File: src/rtl/muldiv_pkg.sv
// Shared definitions for the iterative multiply/divide unit and its users.
// Op encodings, FSM states and a counter sizing helper.
package muldiv_pkg;

    localparam logic [1:0] OP_MULT  = 2'b00;
    localparam logic [1:0] OP_MULTU = 2'b01;
    localparam logic [1:0] OP_DIV   = 2'b10;
    localparam logic [1:0] OP_DIVU  = 2'b11;

    typedef enum logic [1:0] {
        IDLE,
        RUN,
        FIX
    } state_e;

    // Bits needed to count 0..w-1; never narrower than one bit.
    function automatic int cnt_width(input int w);
        return (w > 1) ? $clog2(w) : 1;
    endfunction

endpackage

File: src/rtl/muldiv_unit.sv
// Iterative MULT/MULTU/DIV/DIVU unit with architectural HI/LO registers.
// One shared 2*WIDTH shift register and a WIDTH+1 adder/subtractor serve both ops.
module muldiv_unit
    import muldiv_pkg::*;
#(
    parameter int WIDTH = 32
) (
    input  logic             clk,
    input  logic             rst,
    input  logic             start,
    input  logic [1:0]       op,
    input  logic [WIDTH-1:0] a,
    input  logic [WIDTH-1:0] b,
    input  logic             hi_we,
    input  logic             lo_we,
    input  logic [WIDTH-1:0] wdata,
    output logic             busy,
    output logic             done,
    output logic             div_zero,
    output logic [WIDTH-1:0] hi,
    output logic [WIDTH-1:0] lo
);

    localparam int            CW   = cnt_width(WIDTH);
    localparam logic [CW-1:0] LAST = CW'(WIDTH - 1);

    state_e             state_q, state_d;
    logic [CW-1:0]      cnt_q, cnt_d;
    logic [2*WIDTH-1:0] acc_q, acc_d;
    logic [WIDTH-1:0]   opb_q, opb_d;
    logic [WIDTH-1:0]   hi_q, hi_d;
    logic [WIDTH-1:0]   lo_q, lo_d;
    logic               is_div_q, is_div_d;
    logic               neg_res_q, neg_res_d;
    logic               neg_rem_q, neg_rem_d;
    logic               dz_q, dz_d;
    logic               div_zero_q, div_zero_d;
    logic               done_q, done_d;

    logic               op_signed, op_div, a_neg, b_neg;
    logic [WIDTH-1:0]   a_mag, b_mag;
    logic [WIDTH:0]     add_x, add_y, add_s;
    logic [2*WIDTH-1:0] prod_fix;
    logic [WIDTH-1:0]   quot_fix, rem_fix;

    // Operand decode: signed ops work on magnitudes, sign fixed up in FIX.
    always_comb begin
        op_signed = (op == OP_MULT) || (op == OP_DIV);
        op_div    = (op == OP_DIV) || (op == OP_DIVU);
        a_neg     = op_signed && a[WIDTH-1];
        b_neg     = op_signed && b[WIDTH-1];
        a_mag     = a_neg ? -a : a;
        b_mag     = b_neg ? -b : b;
    end

    // Multiply adds the multiplicand to the upper half when the current
    // multiplier bit is set; divide subtracts the divisor from the shifted
    // partial remainder. A clear bit WIDTH on the difference means it fits.
    always_comb begin
        if (is_div_q) begin
            add_x = acc_q[2*WIDTH-1:WIDTH-1];
            add_y = ~{1'b0, opb_q};
        end else begin
            add_x = {1'b0, acc_q[2*WIDTH-1:WIDTH]};
            add_y = acc_q[0] ? {1'b0, opb_q} : '0;
        end
        add_s = add_x + add_y + {{WIDTH{1'b0}}, is_div_q};
    end

    always_comb begin
        prod_fix = neg_res_q ? -acc_q : acc_q;
        quot_fix = neg_res_q ? -acc_q[WIDTH-1:0] : acc_q[WIDTH-1:0];
        rem_fix  = neg_rem_q ? -acc_q[2*WIDTH-1:WIDTH] : acc_q[2*WIDTH-1:WIDTH];
        if (dz_q) quot_fix = '1;
    end

    always_comb begin
        state_d    = state_q;
        cnt_d      = cnt_q;
        acc_d      = acc_q;
        opb_d      = opb_q;
        hi_d       = hi_q;
        lo_d       = lo_q;
        is_div_d   = is_div_q;
        neg_res_d  = neg_res_q;
        neg_rem_d  = neg_rem_q;
        dz_d       = dz_q;
        div_zero_d = div_zero_q;
        done_d     = 1'b0;

        case (state_q)
            IDLE: begin
                if (hi_we) hi_d = wdata;
                if (lo_we) lo_d = wdata;
                if (start) begin
                    state_d   = RUN;
                    cnt_d     = '0;
                    acc_d     = {{WIDTH{1'b0}}, a_mag};
                    opb_d     = b_mag;
                    is_div_d  = op_div;
                    dz_d      = op_div && (b == '0);
                    // A zero divisor keeps the all-ones quotient unsigned.
                    neg_res_d = (a_neg ^ b_neg) && !(op_div && (b == '0));
                    neg_rem_d = op_div && a_neg;
                end
            end
            RUN: begin
                if (is_div_q) begin
                    if (add_s[WIDTH]) acc_d = {acc_q[2*WIDTH-2:0], 1'b0};
                    else              acc_d = {add_s[WIDTH-1:0], acc_q[WIDTH-2:0], 1'b1};
                end else begin
                    acc_d = {add_s, acc_q[WIDTH-1:1]};
                end
                cnt_d = cnt_q + 1'b1;
                if (cnt_q == LAST) state_d = FIX;
            end
            FIX: begin
                if (is_div_q) begin
                    hi_d = rem_fix;
                    lo_d = quot_fix;
                end else begin
                    {hi_d, lo_d} = prod_fix;
                end
                div_zero_d = dz_q;
                done_d     = 1'b1;
                state_d    = IDLE;
            end
            default: state_d = IDLE;
        endcase
    end

    always_ff @(posedge clk) begin
        if (rst) begin
            state_q    <= IDLE;
            cnt_q      <= '0;
            acc_q      <= '0;
            opb_q      <= '0;
            hi_q       <= '0;
            lo_q       <= '0;
            is_div_q   <= 1'b0;
            neg_res_q  <= 1'b0;
            neg_rem_q  <= 1'b0;
            dz_q       <= 1'b0;
            div_zero_q <= 1'b0;
            done_q     <= 1'b0;
        end else begin
            state_q    <= state_d;
            cnt_q      <= cnt_d;
            acc_q      <= acc_d;
            opb_q      <= opb_d;
            hi_q       <= hi_d;
            lo_q       <= lo_d;
            is_div_q   <= is_div_d;
            neg_res_q  <= neg_res_d;
            neg_rem_q  <= neg_rem_d;
            dz_q       <= dz_d;
            div_zero_q <= div_zero_d;
            done_q     <= done_d;
        end
    end

    assign busy     = (state_q != IDLE);
    assign done     = done_q;
    assign div_zero = div_zero_q;
    assign hi       = hi_q;
    assign lo       = lo_q;

endmodule

File: config.mk
export PLATFORM = sky130hd
export DESIGN_NAME = muldiv_unit
export DESIGN_NICKNAME = d
export VERILOG_FILES = /design/src/rtl/muldiv_pkg.sv /design/src/rtl/muldiv_unit.sv
export SDC_FILE = /design/constraint.sdc
export NUM_CORES = 1
export LEC_CHECK = 0
export BUFFER_PORTS_ARGS = -buffer_cell sky130_fd_sc_hd__buf_2
export CORE_UTILIZATION = 45
export CTS_CLUSTER_DIAMETER = 80
export CTS_CLUSTER_SIZE = 24
export DETAILED_ROUTE_END_ITERATION = 16
export HOLD_SLACK_MARGIN = 0.03
export PLACE_DENSITY_LB_ADDON = 0.15
export SLEW_MARGIN = 10
export SYNTH_ARGS = -nofsm -noshare
export SYNTH_HDL_FRONTEND = slang
export SYNTH_SLANG_ARGS = --single-unit
File: constraint.sdc
create_clock -name clk -period 5.8 [get_ports clk]
set_input_delay 1.16 -clock clk [delete_from_list [all_inputs] [get_ports clk]]
set_output_delay 1.16 -clock clk [all_outputs]
set_load 0.03 [all_outputs]
==> results.md, run 1 <==
- Post-cts gate resize count: 0
- Fillcell total: 2869
- Postcts setup bufs: 0
- Post-synth EDFFs: 0
- Area contributors post-synth: dfxtp_1, mux2i_1, a211oi_1, a21oi_1, xnor2_1
- H-tree depth: 4
- Syn Inst Count: approximately 1.7k
- Gpl congestion: between 0.9 and 1
- Crit path setup slack, layout: 937.4 ps
- Period utilization: 0.8384
- Drc violations: 0
- Most used DFF post-synth: dfxtp_1
- Final instance area: 0.01482 sq mm
- CP endpoint kind: flop
- Placed insts: 2155
- Synth warn: 0
- Wirelength per Cell: between 15 and 20 um
- Core ar.: between 0.02 and 0.03 sq mm
- Vias in the first global route: about 12k
- Seq pwr share: 0.400
- Yosys top cell by area: dfxtp_1
- Async SR Flop Fraction: 0
- Sw Ratio: 0.3724
- Die height: roughly 170 um
- Full die area: 0.03034 sq mm
- Worst path required time: just over 6000 ps
- Via/cell ratio: 6.029
- Final wirelength: ~44 mm
- CP max stage delay: around 960 ps
- Rel. slew slack: 0.2160
- Synthesized net count: about 1.9k
- Crit path DAT: between 5000 and 6000 ps
- Minimum clock period: a little under 5000 ps
- Nets: slightly below 2k
- VDD IR max: 0.2090 mV
- Number of max-cap violations: 0
- Hold Crit Depth: 2
- CTS max path bufs: 2
- Crit-path cells: mux2i_1, fa_1, inv_1, fa_1, nand2b_1, a211o_1, a21o_1, o21ai_2, or4_1, nand4_2, nand2_1, o211ai_1, a311oi_1
- Fmax: just over 0.2 GHz
- Num ports: 170
- Worst min-delay path class: flop to flop
- R2R depth: 13
- Grt total ovfl: 0
- Cell mode on critical path: fa_1
- WHS: ~450 ps
- CP Buf/Inv Count: 1
- Sequential share of the synthesized area: 0.2596
- Root buf cell: clkbuf_16
- RSZ-0062 raised after global routing: no
- Startpoint class of the critical path: flop
- Setup TNS: 0 ps
- WS Path Type: flop to flop
- Setup slack after placement: 1021 ps
- Sw Pwr: between 1 and 1.5 mW
- Count of hold buffers inserted by post-cts repair: 0
- Initial Utilization: 0.4610
- Synth unique cells: between 80 and 90
- Combinational share of power: 0.275
- Total GRT Usage: 0.2805
- Synth-to-Final Area Change: 11.10%
- CTS tree: built
- Slowest CP cell: dfxtp_4
- Register bit total from synthesis: around 170
- Yosys top cell area share: 0.2596
- Clock sinks: ~170
- Power Density: between 200 and 250 mW/mm^2
- Clock transition at path regs: approximately 80 ps
- DP HPWL: about 32 mm
- Commonest cells after routing, fill and taps aside: dfxtp_1, nand2_1, buf_2
- Pin count of the biggest net entering global routing: between 70 and 80
- Skew-Pair Late Insertion Delay: ~450 ps
- Post-Syn Area: between 0.01 and 0.015 sq mm
- Detail Route Antenna Nets: 0
- Fin cells: 2187
- Fin. Hold Viols: 0
- # setup viols final: 0
- Skew final: around 11 ps
- Worst-margin pin slew: 1174 ps
- Drt pass-1 iters: 6
- Internal power: about 2.2 mW
- Commonest non-fill, non-tap cell in the layout: dfxtp_1
- Cell Area, Placed: approximately 0.014 sq mm
- Total power: roughly 3.5 mW
- Row cnt: 62
- Initial DRC Count: between 1k and 1.5k
- Avg Inst Size Synth: a little under 8 sq um
- Global-route wire length before repair: roughly 67 mm
- Cell class contributing the biggest share of worst-path delay: simple AND/OR/NAND/NOR gates
- Initial antenna violation count: 0
- DR vias: 13.19k
- Status: complete, no violations
- TritonCTS Buffers: 17
- Clock power frac: 0.325
- Leakage power total: ~5.8 nW
- Crit path max fanout: 67
- CP Depth: 13
- PortBufs: 169
- Die Wd: roughly 170 um
- Final Slew Violations: 0
- Share of cells above drive strength 1: 0.1553
- Antenna cell count: 0
- Util after Layout: 0.5122
==> worst paths after layout <==
| kind | start | endpoint | slack (ps) |
|---|---|---|---|
| max | is_div_q | acc_q[33] | 940 |
| min | lo[28] | lo[28] | 450 |
| max reg2reg | is_div_q | acc_q[33] | 940 |
| min reg2reg | lo[28] | lo[28] | 450 |
==> final cells by class <==
class,instances,area [sq um],share of cell area
inverter,26,97.59,0.006586
clock inverter,15,156.4,0.01055
sequential,173,3467,0.2340
timing repair buffer,185,968.4,0.06535
tap,384,480.5,0.03242
clock buffer,17,425.4,0.02871
multi-input combinational,1387,9224,0.6224
==> cell families (layout without fill, tap and decap cells) <==
logic type,count (synthesis),in the layout,share of synthesized area
fa+ha+maj,40,40,0.03865
mux,121,121,0.09352
compound gates,553,553,0.2735
flops,173,173,0.2596
simple gates,539,539,0.1951
buf+inv,176,243,0.05159
xor+xnor,134,134,0.08798
==> worst reg2reg max path: stages (launching register included) <==
cell and delay (ps):
dfxtp_4 960, mux2i_1 430, fa_1 260, inv_1 60, fa_1 400, nand2b_1 180, a211o_1 290, a21o_1 210
o21ai_2 320, or4_1 180, nand4_2 760, nand2_1 310, o211ai_1 120, a311oi_1 280
==> synth_stat cells, types with 29 or more instances <==
master    number
xor2_1        60
mux2i_1       92
o21ai_1       29
mux2_2        29
clkbuf_1     124
nor3_1        42
ha_1          38
dfxtp_1      173
xnor2_1       74
a211oi_1     103
a21oi_1      138
nand2_1      172
o21ai_0       83
nor2_1       156
==> per-layer routing <==
layer	global-route usage	routed length, um	share of wire
met5	0	0	0
met4	0.07931	833	0.019
met1	0.4140	21370	0.49
met3	0.03018	2292	0.053
met2	0.4273	19020	0.44
==> power groups by stage <==
stage	Combinational (mW)	Sequential, mW	Clock, mW
floorplan	0.656	1.41	0
global placement	0.939	1.42	0
detailed placement	0.949	1.42	0
CTS	0.952	1.40	1.15
global route	1.05	1.41	1.19
finish	0.964	1.40	1.14
==> flip-flops by register name, indices dropped and copies added, names as in the netlist, 2 cells and up <==
name,count
acc_q,64
cnt_q,5
hi,32
lo,32
opb_q,32
state_q,2
(Power assumes the default switching activity.)
==> run 2, diff against run 1 <==
clock period = 4.27 ns   (was 5.8 ns; I/O delays follow)
==> results.md, run 2 (same netlist as run 1, synthesis figures left out) <==
- Status: complete, no violations (unchanged)
- Util after Layout: 0.5216 (was 0.5122)
- CP max stage delay: 730 ps (was 960 ps)
- Number of max-cap violations: 0 (unchanged)
- Max reg flops: 64 (unchanged)
- Grt total ovfl: 0 (unchanged)
- Count of hold buffers inserted by post-cts repair: 0 (unchanged)
- Postcts setup bufs: 0 (unchanged)
- Total GRT Usage: 0.2909 (was 0.2805)
- Nets: 1953 (was 1933)
- Initial Utilization: 0.4610 (unchanged)
- Worst path required time: 4570 ps (was 6150 ps)
- Startpoint class of the critical path: flop (unchanged)
- CP endpoint kind: flop (unchanged)
- Detail Route Antenna Nets: 0 (unchanged)
- TritonCTS Buffers: 17 (unchanged)
- Clock sinks: 173 (unchanged)
- DP HPWL: 33.63 mm (was 32.33 mm)
- Gpl congestion: 0.9591 (was 0.9290)
- VDD IR max: 0.3102 mV (was 0.2090 mV)
- PortBufs: 169 (unchanged)
- Reg2reg setup slack: 160 ps (was 940 ps)
- Global-route wire length before repair: 70.02 mm (was 67.50 mm)
- Commonest cells after routing, fill and taps aside: dfxtp_1, nand2_1, buf_2 (unchanged)
- Setup TNS: 0 ps (unchanged)
- Top reg by flops: acc_q (unchanged)
- Post-cts gate resize count: 0 (unchanged)
- Cell class contributing the biggest share of worst-path delay: compound AO/OA/AOI/OAI gates (was simple AND/OR/NAND/NOR gates)
- Initial antenna violation count: 1 (was 0)
- Final instance area: 0.01509 sq mm (was 0.01482 sq mm)
- Rel. slew slack: 0.2898 (was 0.2160)
- Root buf cell: clkbuf_16 (unchanged)
- Minimum clock period: 4114 ps (was 4863 ps)
- R2R depth: 10 (was 13)
- Hold Crit Depth: 2 (unchanged)
- Share of cells above drive strength 1: 0.1651 (was 0.1553)
- Setup slack after placement: 278.1 ps (was 1021 ps)
- Commonest non-fill, non-tap cell in the layout: dfxtp_1 (unchanged)
- Hold EP: lo[18] (was lo[28])
- H-tree depth: 4 (unchanged)
- Worst-margin pin slew: 1062 ps (was 1174 ps)
- Final wirelength: 44.73 mm (was 43.52 mm)
- Pin count of the biggest net entering global routing: 124 (was 73)
- Via/cell ratio: 6.104 (was 6.029)
- Core ar.: 0.02894 sq mm (unchanged)
- Slowest CP cell: o311ai_2 (was dfxtp_4)
- WS Path Type: flop to flop (unchanged)
- Final Slew Violations: 0 (unchanged)
- Num ports: 170 (unchanged)
- Drt pass-1 iters: 5 (was 6)
- Crit path max fanout: 38 (was 67)
- Worst r2r dst: acc_q[61] (was acc_q[33])
- Skew final: 12.89 ps (was 11.15 ps)
- Worst min-delay path class: flop to flop (unchanged)
- RSZ-0062 raised after global routing: no (unchanged)
- Drc violations: 0 (unchanged)
- CTS max path bufs: 2 (unchanged)
- Skew-Pair Late Insertion Delay: 440 ps (was 450 ps)
- Fin. Hold Viols: 0 (unchanged)
- # setup viols final: 0 (unchanged)
- Die height: 174.2 um (unchanged)
- Period utilization: 0.9635 (was 0.8384)
- Die Wd: 174.2 um (unchanged)
- Wirelength per Cell: 20.26 um (was 19.90 um)
- Synth-to-Final Area Change: 13.15% (was 11.10%)
- Crit-path cells: buf_16, mux2_2, ha_1, a21o_1, a2111oi_2, o31ai_4, o311ai_2, buf_4, a211oi_1, a2111oi_1 (was mux2i_1, fa_1, inv_1, fa_1, nand2b_1, a211o_1, a21o_1, o21ai_2, or4_1, nand4_2, nand2_1, o211ai_1, a311oi_1)
- Fmax: 0.2431 GHz (was 0.2057 GHz)
- Leakage power total: 5.953 nW (was 5.809 nW)
- Power Density: 324.7 mW/mm^2 (was 236.4 mW/mm^2)
- Cell Area, Placed: 0.01445 sq mm (was 0.01424 sq mm)
- Initial DRC Count: 1367 (was 1276)
- Vias in the first global route: 12.39k (was 11.93k)
- Row cnt: 62 (unchanged)
- CP Buf/Inv Count: 2 (was 1)
- Reg2Reg Launch Point: is_div_q (unchanged)
- CTS tree: built (unchanged)
- DR vias: 13.48k (was 13.19k)
- Fillcell total: 2887 (was 2869)
- Full die area: 0.03034 sq mm (unchanged)
- Crit path setup slack, layout: 156.1 ps (was 937.4 ps)
- Hold path start: lo[18] (was lo[28])
- Crit path DAT: 4420 ps (was 5220 ps)
- Clock transition at path regs: 80 ps (about the same)
[run 2: per-stage QoR]
stage | total power, mW | hold WS [ps] | instances
after detailed placement | 3.255 | 441.3 | 2175
after CTS | 4.897 | 452.6 | 2207
final | 4.900 | 451.6 | 2208
after floorplan | 2.809 | 428.7 | 1736
after global routing | 5.122 | 473.8 | 2208
after global placement | 3.242 | 437.8 | 2175
[run 2: how the worst max path moves through the flow]
stage | start | depth (start not counted) | end
3_5_place_dp | is_div_q | 12 | acc_q[61]
2_1_floorplan | is_div_q | 16 | acc_q[40]
6_report | is_div_q | 10 | acc_q[61]
4_1_cts | is_div_q | 12 | acc_q[61]
3_3_place_gp | is_div_q | 13 | acc_q[63]
5_1_grt | is_div_q | 12 | acc_q[61]
[run 2: layer usage]
metal / global-route usage / share of wire
met2: 0.4358 / 0.43
met1: 0.4360 / 0.49
met3: 0.03171 / 0.060
met4: 0.07931 / 0.016
met5: 0 / 0
[run 2: final cells by class]
type / count / area, sq um / area share
Antenna cell: 1 / 2.502 / 0.0001658
Clock buffer: 17 / 425.4 / 0.02819
Clock inverter: 15 / 192.7 / 0.01277
Inverter: 26 / 97.59 / 0.006466
Multi-Input combinational cell: 1387 / 9239 / 0.6121
Sequential cell: 173 / 3467 / 0.2297
Tap cell: 384 / 480.5 / 0.03183
Timing Repair Buffer: 205 / 1189 / 0.07875
[run 2: worst register-to-register path: stages (launching register included)]
cell and delay [ps]:
dfxtp_4 540, buf_16 280, mux2_2 400, ha_1 400, a21o_1 260, a2111oi_2 460, o31ai_4 170, o311ai_2 730
buf_4 280, a211oi_1 80, a2111oi_1 390
[run 2: report_power, final]
group	switching (mW)	total, mW	internal [mW]	leakage (nW)
Clock	0.803	1.65	0.850	0.301
Sequential	0.159	1.89	1.73	1.42
Combinational	0.864	1.36	0.497	4.23
